## config.mk

```make
export PLATFORM = sky130hd
export DESIGN_NAME = bus_initiator
export DESIGN_NICKNAME = d
export VERILOG_FILES = /design/src/rtl/bus_pkg.sv /design/src/rtl/bus_timeout_counter.sv /design/src/rtl/bus_initiator.sv
export SDC_FILE = /design/constraint.sdc
export NUM_CORES = 1
export LEC_CHECK = 0
export BUFFER_PORTS_ARGS = -buffer_cell sky130_fd_sc_hd__buf_2
export CAP_MARGIN = 20
export CORE_MARGIN = 10
export CORE_UTILIZATION = 50
export CTS_CLUSTER_DIAMETER = 30
export CTS_CLUSTER_SIZE = 30
export DETAILED_ROUTE_END_ITERATION = 16
export GPL_TIMING_DRIVEN = 0
export PLACE_DENSITY = 0.81
export SLEW_MARGIN = 15
export SYNTH_ARGS = -nofsm -noshare
export SYNTH_HDL_FRONTEND = slang
export SYNTH_SLANG_ARGS = --single-unit
```

## constraint.sdc

```tcl
create_clock -name clk -period 3.7 [get_ports clk]
set_input_delay 0.74 -clock clk [delete_from_list [all_inputs] [get_ports clk]]
set_output_delay 0.74 -clock clk [all_outputs]
set_load 0.005 [all_outputs]
```

## src/rtl/bus_pkg.sv

```systemverilog
// Shared widths, rw encodings and initiator state type for the daisy-chain bus.
package bus_pkg;

  localparam int unsigned BUS_ADDR_W = 16;
  localparam int unsigned BUS_DATA_W = 16;

  localparam logic BUS_READ  = 1'b0;
  localparam logic BUS_WRITE = 1'b1;

  typedef enum logic [1:0] {
    StIdle,
    StWait,
    StResp
  } init_state_e;

endpackage

```

## src/rtl/bus_timeout_counter.sv

```systemverilog
// Clear/enable counter that saturates at Terminal and flags reaching it.
module bus_timeout_counter #(
  parameter int unsigned Width    = 11,
  parameter int unsigned Terminal = 1023
) (
  input  logic clk,
  input  logic rst,
  input  logic clr_i,
  input  logic en_i,
  output logic tc_o
);

  logic [Width-1:0] cnt_q, cnt_d;

  assign tc_o = (cnt_q == Width'(Terminal));

  always_comb begin
    cnt_d = cnt_q;
    if (clr_i) begin
      cnt_d = '0;
    end else if (en_i && !tc_o) begin
      cnt_d = cnt_q + Width'(1);
    end
  end

  always_ff @(posedge clk or posedge rst) begin
    if (rst) begin
      cnt_q <= '0;
    end else begin
      cnt_q <= cnt_d;
    end
  end

endmodule

```

## src/rtl/bus_initiator.sv

```systemverilog
// Host-side initiator for the 16-bit addr/data/rw/valid daisy-chain bus.
// Define BUS_INITIATOR_TIMEOUT_EN to abandon WAIT after TIMEOUT_CYCLES cycles.
module bus_initiator
  import bus_pkg::*;
#(
  parameter int unsigned TIMEOUT_CYCLES = 1024,
  parameter int unsigned COUNT_WIDTH    = 16
) (
  input  logic                   clk,
  input  logic                   rst,
  input  logic                   cmd_valid_i,
  output logic                   cmd_ready_o,
  input  logic [BUS_ADDR_W-1:0]  cmd_addr_i,
  input  logic [BUS_DATA_W-1:0]  cmd_data_i,
  input  logic                   cmd_rw_i,
  output logic [BUS_ADDR_W-1:0]  bus_addr_o,
  output logic [BUS_DATA_W-1:0]  bus_data_o,
  output logic                   bus_rw_o,
  output logic                   bus_valid_o,
  input  logic [BUS_ADDR_W-1:0]  bus_addr_i,
  input  logic [BUS_DATA_W-1:0]  bus_data_i,
  input  logic                   bus_rw_i,
  input  logic                   bus_valid_i,
  output logic                   resp_valid_o,
  input  logic                   resp_ready_i,
  output logic [BUS_DATA_W-1:0]  resp_data_o,
  output logic                   resp_err_o,
  output logic                   stray_o,
  output logic [COUNT_WIDTH-1:0] txn_count_o
);

  init_state_e            state_q, state_d;
  logic                   cmd_ready_q, cmd_ready_d;
  logic [BUS_ADDR_W-1:0]  bus_addr_q, bus_addr_d;
  logic [BUS_DATA_W-1:0]  bus_data_q, bus_data_d;
  logic                   bus_rw_q, bus_rw_d;
  logic                   bus_valid_q, bus_valid_d;
  logic                   resp_valid_q, resp_valid_d;
  logic [BUS_DATA_W-1:0]  resp_data_q, resp_data_d;
  logic                   resp_err_q, resp_err_d;
  logic                   stray_q, stray_d;
  logic [COUNT_WIDTH-1:0] txn_count_q, txn_count_d;
  logic                   match;
  logic                   timeout;

  // bus_addr_q/bus_rw_q double as the latched command until the next issue.
  assign match = bus_valid_i && (bus_addr_i == bus_addr_q) && (bus_rw_i == bus_rw_q);

`ifdef BUS_INITIATOR_TIMEOUT_EN
  bus_timeout_counter #(
    .Width   ($clog2(TIMEOUT_CYCLES) + 1),
    .Terminal(TIMEOUT_CYCLES - 1)
  ) u_timeout (
    .clk  (clk),
    .rst  (rst),
    .clr_i(state_q != StWait),
    .en_i (state_q == StWait),
    .tc_o (timeout)
  );
`else
  assign timeout = 1'b0;
`endif

  always_comb begin
    state_d      = state_q;
    cmd_ready_d  = cmd_ready_q;
    bus_addr_d   = bus_addr_q;
    bus_data_d   = bus_data_q;
    bus_rw_d     = bus_rw_q;
    bus_valid_d  = 1'b0;
    resp_valid_d = resp_valid_q;
    resp_data_d  = resp_data_q;
    resp_err_d   = resp_err_q;
    stray_d      = 1'b0;
    txn_count_d  = txn_count_q;
    unique case (state_q)
      StIdle: begin
        stray_d = bus_valid_i;
        if (cmd_valid_i) begin
          bus_valid_d = 1'b1;
          bus_addr_d  = cmd_addr_i;
          bus_rw_d    = cmd_rw_i;
          bus_data_d  = (cmd_rw_i == BUS_WRITE) ? cmd_data_i : '0;
          cmd_ready_d = 1'b0;
          state_d     = StWait;
        end
      end
      StWait: begin
        stray_d = bus_valid_i && !match;
        // A return arriving in the timeout cycle still completes normally.
        if (match) begin
          resp_valid_d = 1'b1;
          resp_data_d  = bus_data_i;
          resp_err_d   = 1'b0;
          state_d      = StResp;
        end else if (timeout) begin
          resp_valid_d = 1'b1;
          resp_data_d  = '0;
          resp_err_d   = 1'b1;
          state_d      = StResp;
        end
      end
      StResp: begin
        stray_d = bus_valid_i;
        if (resp_ready_i) begin
          resp_valid_d = 1'b0;
          cmd_ready_d  = 1'b1;
          txn_count_d  = txn_count_q + COUNT_WIDTH'(1);
          state_d      = StIdle;
        end
      end
      default: state_d = StIdle;
    endcase
  end

  always_ff @(posedge clk or posedge rst) begin
    if (rst) begin
      state_q      <= StIdle;
      cmd_ready_q  <= 1'b1;
      bus_addr_q   <= '0;
      bus_data_q   <= '0;
      bus_rw_q     <= 1'b0;
      bus_valid_q  <= 1'b0;
      resp_valid_q <= 1'b0;
      resp_data_q  <= '0;
      resp_err_q   <= 1'b0;
      stray_q      <= 1'b0;
      txn_count_q  <= '0;
    end else begin
      state_q      <= state_d;
      cmd_ready_q  <= cmd_ready_d;
      bus_addr_q   <= bus_addr_d;
      bus_data_q   <= bus_data_d;
      bus_rw_q     <= bus_rw_d;
      bus_valid_q  <= bus_valid_d;
      resp_valid_q <= resp_valid_d;
      resp_data_q  <= resp_data_d;
      resp_err_q   <= resp_err_d;
      stray_q      <= stray_d;
      txn_count_q  <= txn_count_d;
    end
  end

  assign cmd_ready_o  = cmd_ready_q;
  assign bus_addr_o   = bus_addr_q;
  assign bus_data_o   = bus_data_q;
  assign bus_rw_o     = bus_rw_q;
  assign bus_valid_o  = bus_valid_q;
  assign resp_valid_o = resp_valid_q;
  assign resp_data_o  = resp_data_q;
  assign resp_err_o   = resp_err_q;
  assign stray_o      = stray_q;
  assign txn_count_o  = txn_count_q;

endmodule

```

# Yosys cells after proc, flatten, opt, wreduce, memory -nomap -nowiden
# Index checks and enable logic that the tools add are counted.
# op_classes
reduce_logical	14
n_eq_ne	7
addsub	1
muxes	14
# ops
operator	count
adder 16 x 1 -> 16 bit (second input constant)	1
equality test 16 bit	1
two-way mux 16 bit	1
AND reduction 3 bit	3
two-way mux 1 bit	6
two-way mux 2 bit	3
!= test 2 bit (second input constant)	3
case mux 1 bit (2 select lines)	3
case mux 2 bit (3 select lines)	1
AND reduction 2 bit	3
nonzero test 2 bit	2
logical AND 1 bit	3
equality test 2 x 1 -> 1 bit (second input constant)	1
equality test 2 bit (second input constant)	1
zero test 2 bit	1
OR reduction 2 bit	1
equality test 1 bit	1
zero test 1 bit	1
# word_totals
output_inout_bits	70
regBits	71
in_bits	71
wordCells	46

# Longest topological paths before layout
# Gate-level depths: netlist of the first run.
# depth
ltp_word	6
ltp_mapped	6
ltp_nobuf	5

# Worst setup path after synthesis of the first run
# Ideal clock, no wire load.
# synth_path
kind	input -> register
from	input bus_addr_i[9]
to	register resp_data_q[0] (netlist: resp_data_o[0])
path_stages	6
path_slack_ns	1.300
required_ns	3.575
setup_time_ns	0.125
arrival_time_ns	2.275
cell_sequence	xor2_1 > a2111oi_2 > nand4_2 > nor3_4 > buf_12 > mux2_4
# synth_between
elab_chain_cells	4
# synth_rtl
item	line	source
from (decl)	bus_initiator.sv:20	input logic [BUS_ADDR_W-1:0] bus_addr_i,
equality test 16 bit	bus_initiator.sv:47	assign match = bus_valid_i && (bus_addr_i == bus_addr_q) && (bus_rw_i == bus_rw_q);
logical AND 1 bit (2 in series)	bus_initiator.sv:47	
AND reduction 2 bit (no line)	--	
to (signal assigned)	bus_initiator.sv:137	resp_data_q <= resp_data_d;
to (decl)	bus_initiator.sv:39	logic [BUS_DATA_W-1:0] resp_data_q, resp_data_d;
# No other way between the ends.
# A chain may end at the register's enable or synchronous reset.

# Worst setup path after layout of the first run
# layout_path
from	input bus_addr_i[12]
to	register resp_data_q[7] (netlist: resp_data_o[7])
# Same word-level chain as after synthesis.

==> out/metrics.cfg, run 1 <==
[detailed_routing]
via_per_inst = 4.79
drt_first_pass_iters = 4
drtIter0Drc = 63
num_vias = 2438
wl_per_cell_um = 15.5
ant_nets = 0
drc_errors = 0
wl_um = 7900

[clock_network]
path_clk_slew_ns = 0.07
hold_buffers = 0
cts-resized-gates = 0
clockBufferDepth = 2
clock-sinks = 71
clock_latency_ns = 0.33
cts_tree = yes
cts-buffers-inserted = 9
postCtsSetupBuffers = 0
cts_root_buf = clkbuf_8
htree_num_levels = 3

[timing]
final-hold-violation-count = 0
fmax_ghz = 0.413
hold-worst-slack_ns = 0.389
fin_setup_tns_ns = 0
skew_ns = 0.00764
post-route-period-util = 0.655
slew_headroom = 0.657
period_minus_slack_ns = 2.42
setup-violations-final = 0
rsz0062_at_grt = no
finalMaxSlewViolations = 0
worstMarginPinSlew_ns = 0.514

[power]
swShare = 0.239
power_uw = 1520
p_leak_uw = 0.00231
power.internal_uw = 1150
clockPowerShare = 0.361
seq_power_share = 0.543
power_frac_comb = 0.095
switchingPower_uw = 362
ir_worst_vdd_v = 0.000251
power.density_mw_per_mm2 = 379

[die]
core_area_mm2 = 0.00589
initial_core_util = 0.511
ios = 141
die_x_um = 97.6
dieArea_mm2 = 0.00952
die_h_um = 97.6
core.rowCount = 28

[min_path]
hold_path_class = primary input to async pin

[layout]
drive_gt1_frac = 0.410
n_fill_cell = 471
syn_to_final_growth_pct = 32.9
diodes = 0
fin_cells = 509
nNetsFinal = 501

[setup_path]
cp-end-kind = register
critPathLaunchType = primary input
timing.reg2reg.setup_slack_ns = 1.33
reg2reg_to = resp_data_o[7]
arrival_ns = 2.63
required_ns = 3.91
path_max_fanout = 10
reg2regPathDepth = 6
crit_type = primary input to register
regToRegStartpoint = bus_addr_o[12]

[synthesis]
synth.avg_cell_area_um2 = 10.8
synth_cell_types = 30
synthesis.nets = 351
ys_ff_latch = 71
yosys_warnings = 0
synth_area_leaders = dfrtp_1, nand2_1, xor2_1
synth_edf_count = 0
yosys.area.top_type = dfrtp_1
synth_top_area_share = 0.582
netlist_instances = 279
synthArstFlopShare = 1.00
synth_seq_area_share = 0.591
syn_area_mm2 = 0.00301
ys.flop_type = dfrtp_1

[global_routing]
grt_max_degree = 46
grt-ovfl-total = 0
first_global_vias = 2623
gr-usage-all-layers = 0.164
grt_pass1_wl_um = 12900
antenna_found_initial = 0

[placed_design]
finalWeightedCongestion = 0.791
port_buffers = 138
hpwl_um = 6260
post-place-cells = 493

[run]
maxCapViolCount = 0

[status]
status = completed

## stage by stage
stage           util  setup WS [ns]  area, um2
3_5_place_dp   0.650          0.932       3820
2_1_floorplan      -           1.17       3010
5_1_grt        0.680           1.16       4000
4_1_cts        0.680           1.27       4000
3_3_place_gp   0.645          0.335       3790
6_report       0.680           1.28       4000
## cells by family after synthesis
family	Yosys count	synth area share
other cells	1	0.00125
compound gates	22	0.0449
xor+xnor	31	0.0902
flops	71	0.591
simple gates	121	0.170
buf+inv	15	0.0254
mux	17	0.0736
fa+ha+maj	1	0.00416
## per-layer routing
layer  track usage  wire, um  vias up
met5             0         0        -
met4        0.0336        43        0
met3        0.0846       788        5
met2         0.260      3690       99
met1         0.196      3370     1133
li1              -         -     1201
## how the worst max path moves through the flow
stage / start / endpoint / slack, ns / cells after the start
after detailed placement: bus_addr_i[12] / resp_data_o[5] / 0.93 / 7
final: bus_addr_i[12] / resp_data_o[7] / 1.28 / 7
after floorplan: rst / bus_addr_o[0] / 1.17 / 1
after global placement: rst / bus_valid_o / 0.33 / 2
after CTS: bus_addr_i[12] / resp_data_o[7] / 1.27 / 7
after global routing: bus_addr_i[12] / resp_data_o[7] / 1.16 / 7
## area by class of cell
type | instances | area (um2) | area share
Multi-Input combinational cell | 193 | 1150 | 0.289
Inverter | 4 | 17.5 | 0.00438
Timing Repair Buffer | 139 | 718 | 0.180
Sequential cell | 71 | 1780 | 0.444
Clock inverter | 3 | 17.5 | 0.00438
Tap cell | 75 | 93.8 | 0.0235
Buffer | 11 | 61.3 | 0.0153
Clock buffer | 13 | 159 | 0.0397
## placed cells by master, fill, tap and decap left out, types with 9 or more instances in the layout
master,instances
buf_2,138
clkbuf_1,10
clkbuf_8,11
dfrtp_1,70
mux2_2,9
nand2_1,94
nor2_1,11
o21ai_0,17
xnor2_1,14
xor2_1,17
## synth_stat cells (2+ instances only)
cell      number
nand2_1       94
dfrtp_1       70
o21ai_0       17
xor2_1        17
xnor2_1       14
nor2_1        11
mux2_2         9
clkbuf_1       8
mux2_4         8
nand4_1        5
and3_1         4
inv_1          3
nor4_1         2
## state kept, by name, summed over array words and instances (netlist names)
| signal | cells |
|---|---|
| state_q | 2 |
| resp_data_o | 16 |
| bus_addr_o | 16 |
| cmd_ready_o | 1 |
| bus_valid_o | 1 |
| txn_count_o | 16 |
| resp_valid_o | 1 |
| stray_o | 1 |
| bus_rw_o | 1 |
| bus_data_o | 16 |
## worst max-delay path, stage by stage
cell and delay, ns:
buf_2 0.10, xor2_1 0.14, nor4_1 0.44, nand4_2 0.21
nor3_4 0.47, buf_12 0.21, mux2_4 0.30
## power by group through the flow
| stage | Clock (uW) | Sequential (uW) | Combinational, uW |
|---|---|---|---|
| 2_1_floorplan | 0 | 840 | 58.6 |
| 3_3_place_gp | 0 | 837 | 141 |
| 5_1_grt | 602 | 827 | 165 |
| 3_5_place_dp | 0 | 838 | 149 |
| 4_1_cts | 566 | 824 | 149 |
| 6_report | 548 | 824 | 145 |
Note: power is estimated with default switching activity, not from simulation.
==> run 2, diff against run 1 <==
CORE_UTILIZATION = 46   (was 50)
PLACE_DENSITY = 0.75   (was 0.81)
clock period = 2.5 ns   (was 3.7 ns; I/O delays follow)
==> out/metrics.cfg, run 2 (synthesis gave the netlist of run 1 again) <==
[status]
status = completed

[clock_network]
postCtsSetupBuffers = 0  ; unchanged
hold_buffers = 0  ; unchanged
cts-buffers-inserted = 9  ; unchanged
cts-resized-gates = 0  ; unchanged
cts_root_buf = clkbuf_8
clockBufferDepth = 2  ; unchanged
cts_tree = yes
path_clk_slew_ns = 0.08  ; about the same
htree_num_levels = 3  ; unchanged
clock-sinks = 71  ; unchanged
clock_latency_ns = 0.34  ; about the same

[detailed_routing]
wl_um = 8030  ; +1.6%
drt_first_pass_iters = 4  ; unchanged
drc_errors = 0  ; unchanged
drtIter0Drc = 62  ; -1.6%
num_vias = 2449  ; +0.45%
via_per_inst = 4.76  ; -0.53%
ant_nets = 0  ; unchanged
wl_per_cell_um = 15.6  ; +0.62%

[setup_path]
critPathLaunchType = register
path_max_fanout = 5  ; -5
required_ns = 2.71  ; -1.20 ns
crit_type = register to register
crit_start = bus_addr_o[14]
cp-end-kind = register
regToRegStartpoint = bus_addr_o[14]
timing.reg2reg.setup_slack_ns = 0.34  ; -0.99 ns
arrival_ns = 2.37  ; -0.26 ns
worstSetupEndpoint = resp_data_o[15]
reg2reg_to = resp_data_o[15]
reg2regPathDepth = 6  ; unchanged

[die]
die_x_um = 101  ; +3.4%
dieArea_mm2 = 0.0102  ; +6.9%
initial_core_util = 0.474  ; -0.0374
core.rowCount = 29  ; +3.6%
core_area_mm2 = 0.00635  ; +7.9%
die_h_um = 101  ; +3.4%
ios = 141  ; unchanged

[timing]
fin_setup_tns_ns = 0  ; unchanged
period_minus_slack_ns = 2.16
final-hold-violation-count = 0  ; unchanged
post-route-period-util = 0.864
finalMaxSlewViolations = 0  ; unchanged
fmax_ghz = 0.463
rsz0062_at_grt = no
skew_ns = 0.0165  ; +0.00885 ns
hold-worst-slack_ns = 0.167  ; -0.222 ns
setup-violations-final = 0  ; unchanged
postLayoutSetupSlackWorst_ns = 0.340  ; -0.937 ns

[power]
power_uw = 2240  ; +48%
p_leak_uw = 0.00232  ; +0.49%
ir_worst_vdd_v = 0.000309  ; +23%
power.density_mw_per_mm2 = 559  ; +47%

[layout]
diodes = 0  ; unchanged
final_cell_area_mm2 = 0.00401  ; +0.31%
drive_gt1_frac = 0.410  ; -0.000527
final_common_cell = buf_2
nNetsFinal = 504  ; +0.60%
syn_to_final_growth_pct = 33.3
layout_common_cells = buf_2, nand2_1, dfrtp_1

[global_routing]
antenna_found_initial = 0  ; unchanged
first_global_vias = 2597  ; -0.99%
gr-usage-all-layers = 0.157  ; -0.00738
grt_max_degree = 40  ; -13%
grt-ovfl-total = 0  ; unchanged
grt_pass1_wl_um = 12700  ; -1.5%

[placed_design]
place_ws_ns = -0.0554  ; -0.987 ns
place_area_mm2 = 0.00382  ; -0.13%
port_buffers = 138  ; unchanged
hpwl_um = 6320  ; +1.0%
finalWeightedCongestion = 0.771  ; -2.6%

[run]
maxCapViolCount = 0  ; unchanged

[min_path]
hold_path_class = primary input to async pin

[run 2: changes by cell type in the layout (fill, tap and decap cells not counted), sizes merged]
cell      delta
clkinvlp     -1
clkinv       -1
clkbuf       +2
buf          +3
[run 2: worst min-delay path by stage]
| stage | from | endpoint | slack, ns |
|---|---|---|---|
| after CTS | rst | bus_addr_o[5] | 0.17 |
| after global placement | txn_count_o[15] | txn_count_o[15] | 0.45 |
| after detailed placement | bus_data_o[12] | bus_data_o[12] | 0.47 |
| after floorplan | txn_count_o[15] | txn_count_o[15] | 0.46 |
| final | rst | bus_addr_o[5] | 0.17 |
| after global routing | rst | bus_addr_o[5] | 0.19 |
[run 2: area by class of cell]
| cell class | count | area [um2] |
|---|---|---|
| inverter | 4 | 17.5 |
| fill | 536 | 2340 |
| buffer | 11 | 61.3 |
| clock inverter | 1 | 5.00 |
| multi-input combinational | 193 | 1150 |
| clock buffer | 15 | 166 |
| sequential | 71 | 1780 |
| tap | 77 | 96.3 |
| timing repair buffer | 142 | 733 |
[run 2: power by group]
group	internal, uW	switching, uW	total (uW)
logic	107	105	211
clock network	415	393	808
registers	1190	32.7	1220
[run 2: through the flow]
| step | util | cells |
|---|---|---|
| 5_1_grt | 0.632 | 514 |
| 2_1_floorplan | - | 279 |
| 3_3_place_gp | 0.598 | 494 |
| 4_1_cts | 0.628 | 511 |
| 3_5_place_dp | 0.601 | 495 |
| 6_report | 0.632 | 514 |
[run 2: worst max-delay path, stage by stage, from the launching register on]
cell and delay [ns]:
dfrtp_1 0.41, xor2_1 0.19, nor4_1 0.38, nand4_1 0.23
nor3_4 0.30, buf_4 0.20, mux2_2 0.33
[run 2: metal layers]
metal / track usage / part of all wire / vias up
met3: 0.0748 / 0.11 / 11
met1: 0.183 / 0.41 / 1130
met5: 0 / 0 / -
li1: - / - / 1212
met2: 0.240 / 0.46 / 96
met4: 0.0696 / 0.014 / 0
